--- src/rtl/controlador_ordenador_pkg.sv ---
// Shared types and constants for the streaming sort front-end.
// The pad constants are the fill values that sort to the tail of a frame.
package controlador_ordenador_pkg;

    typedef enum logic [1:0] {
        IDLE  = 2'd0,
        LOAD  = 2'd1,
        SORT  = 2'd2,
        DRAIN = 2'd3
    } state_t;

    localparam int DEF_WIDTH = 9;
    localparam int DEF_N     = 8;

    localparam logic [DEF_WIDTH-1:0] PAD_ASC  = '1;
    localparam logic [DEF_WIDTH-1:0] PAD_DESC = '0;

endpackage

--- src/rtl/controlador_ordenador.sv ---
// Collects a frame of up to N words, runs it through the external combinational
// sorter for SORT_LAT cycles, then streams the sorted words out.
module controlador_ordenador
    import controlador_ordenador_pkg::*;
#(
    parameter int WIDTH    = DEF_WIDTH,
    parameter int N        = DEF_N,
    parameter int SORT_LAT = 1
) (
    input  logic                 clk,
    input  logic                 rst,
    input  logic                 in_valid,
    output logic                 in_ready,
    input  logic [WIDTH-1:0]     in_data,
    input  logic                 in_last,
    input  logic                 cresc_ou_decres,
    output logic                 out_valid,
    input  logic                 out_ready,
    output logic [WIDTH-1:0]     out_data,
    output logic                 out_last,
    output logic                 busy,
    output logic                 sort_ena,
    output logic                 sort_dir,
    output logic [N*WIDTH-1:0]   sort_in,
    input  logic [N*WIDTH-1:0]   sort_out
);

    localparam int CW = $clog2(N + 1);
    localparam int IW = (N > 1) ? $clog2(N) : 1;
    localparam int LW = (SORT_LAT > 1) ? $clog2(SORT_LAT) : 1;

    state_t           state;
    state_t           state_next;
    logic [CW-1:0]    count;
    logic [CW-1:0]    idx;
    logic [LW-1:0]    wait_cnt;
    logic             dir;
    logic [WIDTH-1:0] buf_q   [N];
    logic [WIDTH-1:0] out_buf [N];

    logic in_acc;
    logic out_acc;
    logic sort_done;
    logic load_full;

    function automatic logic [WIDTH-1:0] pad_fill(input logic d);
        return d ? {WIDTH{PAD_DESC[0]}} : {WIDTH{PAD_ASC[0]}};
    endfunction

    // Valid/ready: a word moves on a rising edge where valid && ready; a raised
    // out_valid and its out_data stay put until the consumer takes them.
    assign in_ready  = !rst && (state == IDLE || state == LOAD);
    assign out_valid = (state == DRAIN);
    assign busy      = (state != IDLE);
    assign sort_ena  = (state == SORT);
    assign sort_dir  = dir;

    assign in_acc    = in_valid && in_ready;
    assign out_acc   = out_valid && out_ready;
    assign sort_done = (state == SORT) && (wait_cnt == LW'(SORT_LAT - 1));
    assign load_full = (count == CW'(N - 1));

    always_comb begin
        out_data = '0;
        out_last = 1'b0;
        if (state == DRAIN) begin
            out_data = out_buf[idx[IW-1:0]];
            out_last = (idx == count - CW'(1));
        end
    end

    always_comb begin
        sort_in = '0;
        for (int k = 0; k < N; k++) begin
            sort_in[k*WIDTH +: WIDTH] = buf_q[k];
        end
    end

    always_ff @(posedge clk or posedge rst) begin
        if (rst) begin
            state <= IDLE;
        end else begin
            state <= state_next;
        end
    end

    always_comb begin
        state_next = state;
        case (state)
            IDLE:    if (in_acc) state_next = in_last ? SORT : LOAD;
            LOAD:    if (in_acc && (in_last || load_full)) state_next = SORT;
            SORT:    if (sort_done) state_next = DRAIN;
            DRAIN:   if (out_acc && out_last) state_next = IDLE;
            default: state_next = IDLE;
        endcase
    end

    always_ff @(posedge clk or posedge rst) begin
        if (rst) begin
            count    <= '0;
            idx      <= '0;
            wait_cnt <= '0;
            dir      <= 1'b0;
            for (int k = 0; k < N; k++) begin
                buf_q[k]   <= {WIDTH{PAD_ASC[0]}};
                out_buf[k] <= {WIDTH{PAD_ASC[0]}};
            end
        end else begin
            case (state)
                IDLE: begin
                    if (in_acc) begin
                        dir      <= cresc_ou_decres;
                        count    <= CW'(1);
                        buf_q[0] <= in_data;
                        // Unused slots hold a value that sorts behind every real word.
                        for (int k = 1; k < N; k++) begin
                            buf_q[k] <= pad_fill(cresc_ou_decres);
                        end
                    end
                end
                LOAD: begin
                    if (in_acc) begin
                        buf_q[count[IW-1:0]] <= in_data;
                        count                <= count + CW'(1);
                    end
                end
                SORT: begin
                    if (sort_done) begin
                        wait_cnt <= '0;
                        idx      <= '0;
                        for (int k = 0; k < N; k++) begin
                            out_buf[k] <= sort_out[k*WIDTH +: WIDTH];
                        end
                    end else begin
                        wait_cnt <= wait_cnt + LW'(1);
                    end
                end
                DRAIN: begin
                    if (out_acc) begin
                        if (out_last) begin
                            idx   <= '0;
                            count <= '0;
                        end else begin
                            idx <= idx + CW'(1);
                        end
                    end
                end
                default: ;
            endcase
        end
    end

endmodule

--- config.mk ---
export PLATFORM = sky130hd
export DESIGN_NAME = controlador_ordenador
export DESIGN_NICKNAME = d
export VERILOG_FILES = /design/src/rtl/controlador_ordenador_pkg.sv /design/src/rtl/controlador_ordenador.sv
export SDC_FILE = /design/constraint.sdc
export NUM_CORES = 1
export LEC_CHECK = 0
export ABC_CLOCK_PERIOD_IN_PS = 9300
export BUFFER_PORTS_ARGS = -buffer_cell sky130_fd_sc_hd__buf_2
export CORE_ASPECT_RATIO = 1.2
export CORE_MARGIN = 2
export CORE_UTILIZATION = 55
export DETAILED_ROUTE_END_ITERATION = 10
export PLACE_DENSITY_LB_ADDON = 0.08
export SKIP_CTS_REPAIR_TIMING = 1
export SLEW_MARGIN = 20
export SYNTH_ARGS = -nofsm -noshare
export SYNTH_HDL_FRONTEND = slang
export SYNTH_SLANG_ARGS = --single-unit
export TNS_END_PERCENT = 20
--- constraint.sdc ---
create_clock -name clk -period 9.3 [get_ports clk]
set_input_delay 1.86 -clock clk [delete_from_list [all_inputs] [get_ports clk]]
set_output_delay 1.86 -clock clk [all_outputs]
set_load 0.02 [all_outputs]
==> flow_summary.json <==
{
  "drt_iter0_markers": 243,
  "design.core.area_um2": 12220,
  "synth.net_count": 638,
  "antenna_cells": 0,
  "yosysUniqueCellTypes": 40,
  "drc": 0,
  "total_leakage_power_nw": 3.586,
  "overflow": 0,
  "holdCritStartpoint": "sort_in[45]",
  "via_per_inst": 5.387,
  "placed_cell_area_um2": 7913,
  "final-setup-viol-count": 0,
  "crit_family": "flip-flops",
  "crit_type": "reg2out",
  "row_count": 44,
  "reg2reg_slack_ps": 6510,
  "min_period_ps": 4213,
  "worst_pin_slew_ps": 1047,
  "place_inst": 852,
  "holdPathEnd": "sort_in[45]",
  "area_growth_pct": 22.15,
  "async_flop_share": 1.000,
  "finalHoldViolCount": 0,
  "powerDensity_nw_per_um2": 416.6,
  "first_pass_iters": 4,
  "reg2reg_depth": 5,
  "dp_hpwl_um": 10800,
  "synth_area_per_cell_um2": 12.75,
  "slew_headroom": 0.3018,
  "synth-edff-count": 0,
  "clock_skew_ps": 8.715,
  "via_count": 4762,
  "status": "completed",
  "setup_tns_ps": 0,
  "gp_congestion": 0.7872,
  "die_area_um2": 13530,
  "ir_worst_vdd_mv": 0.2612,
  "grt_pass1_wl_um": 24410,
  "fp.dieW_um": 106.5,
  "clkTransAtPathRegs_ps": 60,
  "routedWlPerCell_um": 17.12,
  "rsz0062_at_grt": "no",
  "period_share": 0.4531,
  "synth_area_um2": 6938,
  "yosys_warnings": 0,
  "ant_nets": 0,
  "crit_path_max_incr_delay_ps": 1010,
  "port_buffers": 173,
  "whs_ps": 501.9,
  "ios": 174,
  "wl_um": 15130,
  "required_ps": 7440,
  "end_kind": "output port",
  "cts_buffers": 17,
  "antenna_found_initial": 0,
  "die_h_um": 127.0,
  "start_util": 0.5677,
  "stdcell_count": 884,
  "grt_pass1_vias": 4854,
  "final_layout_size_suffix_gt1_frac": 0.6279,
  "hold_path_depth": 2,
  "root_buffer": "clkbuf_16",
  "track_usage": 0.2355,
  "ys_seq_area_frac": 0.5886,
  "h-tree-depth": 4,
  "startpoint_type": "flop",
  "fin_nets": 804,
  "crit_path_top_delay_cell": "dfrtp_1",
  "critPathMaxFanout": 22,
  "reg2reg_from": "state[1]",
  "ys_ff_latch": 156,
  "hold_path_class": "reg2reg",
  "cts_tree": "done",
  "finalInstanceArea_um2": 8474,
  "worstSetupPathDepth": 4,
  "grt_max_degree": 81,
  "syn_inst": 544,
  "drv_slew": 0,
  "cts.sink_count": 156,
  "insertion_delay_ps": 410,
  "crit_buf_inv": 1,
  "r2r_end": "sort_in[14]",
  "drv_cap": 0,
  "fmax_mhz": 237.3,
  "worstPathCellList": "xnor2_1 -> nor3_4 -> and3_1 -> buf_2",
  "ys.flop_type": "dfstp_2",
  "clockBufferDepth": 2,
  "arrival_ps": 2350
}
flip-flops by register name (all words and copies together), names as in the netlist:
name,count
sort_in,72
idx,4
wait_cnt,1
sort_dir,1
state,2
out_buf,72
count,4
worst min-delay path, stage by stage (launching register included):
cell     delay (ps)
dfstp_2         370
nor2_1           90
a21oi_1          40
power by group:
| group | switching [mW] | internal, mW |
|---|---|---|
| Combinational | 0.810 | 0.638 |
| Sequential | 0.191 | 1.24 |
| Clock | 0.271 | 0.377 |
routing by layer:
layer / vias up / share of wire / track usage
li1: 2257 / - / -
met3: 13 / 0.054 / 0.06429
met4: 0 / 0.016 / 0.08098
met5: - / 0 / 0
met1: 2363 / 0.38 / 0.2689
met2: 129 / 0.55 / 0.4257
through the flow:
stage | utilization | setup slack (ps) | total power, mW
after detailed placement | 0.6474 | 5180 | 2.908
after global placement | 0.6474 | 5178 | 2.844
after floorplan | - | 3472 | 2.498
after global routing | 0.6934 | 4886 | 3.754
after CTS | 0.6934 | 5022 | 3.564
final | 0.6934 | 5087 | 3.530
synthesized netlist by cell type (all sizes together) (2+ instances only):
cell    number  area [µm²]
mux2i        3       30.03
nor3         3       26.28
a21oi       84       446.7
clkbuf      11       41.29
or3          4       25.02
dfrtp       12       300.3
a21o         2       15.01
inv          9       33.78
dfstp      144        3784
nand3b       2       15.01
o31ai        2       15.01
o211ai       2       15.01
nand3        8       40.04
xnor2        4       42.55
o21ai        8       43.79
nand2       28       105.1
buf         18       86.33
a22o         2       17.52
nor2        68       255.2
ha           7       87.58
a21boi      10       78.82
mux2        82       923.4
mux4        18       405.4
nor2b        5       31.28
logic make-up (layout without fill, tap and decap cells):
| group | after synthesis | in the layout | synth area share |
|---|---|---|---|
| buffers and inverters | 38 | 217 | 0.02326 |
| adders and majority gates | 7 | 7 | 0.01262 |
| and+or+nand+nor | 122 | 122 | 0.07538 |
| xor gates and xnor gates | 5 | 5 | 0.009559 |
| DFF | 156 | 156 | 0.5886 |
| AOI/OAI and AO/OA | 113 | 113 | 0.09468 |
| muxes | 103 | 103 | 0.1959 |
how the worst max path moves through the flow:
stage / from / endpoint
after floorplan: rst / count[0]
after global placement: rst / in_ready
after detailed placement: rst / in_ready
after CTS: idx[1] / out_last
after global routing: state[1] / in_ready
final: idx[1] / out_last
final cells by class:
type	count	area [µm²]
Multi-Input combinational cell	350	2700
Clock buffer	20	446.7
Fill cell	967	3747
Timing Repair Buffer	176	888.4
Clock inverter	12	115.1
Inverter	9	38.79
Tap cell	161	201.4
Sequential cell	156	4084
placed cells by master (no fill, tap or decap), types with 4 or more instances in the layout:
cell type   count
or3_1           4
a21oi_2         7
mux4_2         18
nand2_1        28
o21ai_1         4
ha_1            7
a21boi_1        9
clkbuf_16      17
dfrtp_1        12
mux2_2         73
inv_1           8
nor2_1         68
buf_2         173
nand3_1         8
mux2_1          9
a21oi_1        77
dfstp_2       144
nor2b_1         4
clkinvlp_4      6
No activity file was read; power rests on OpenSTA's default activity.
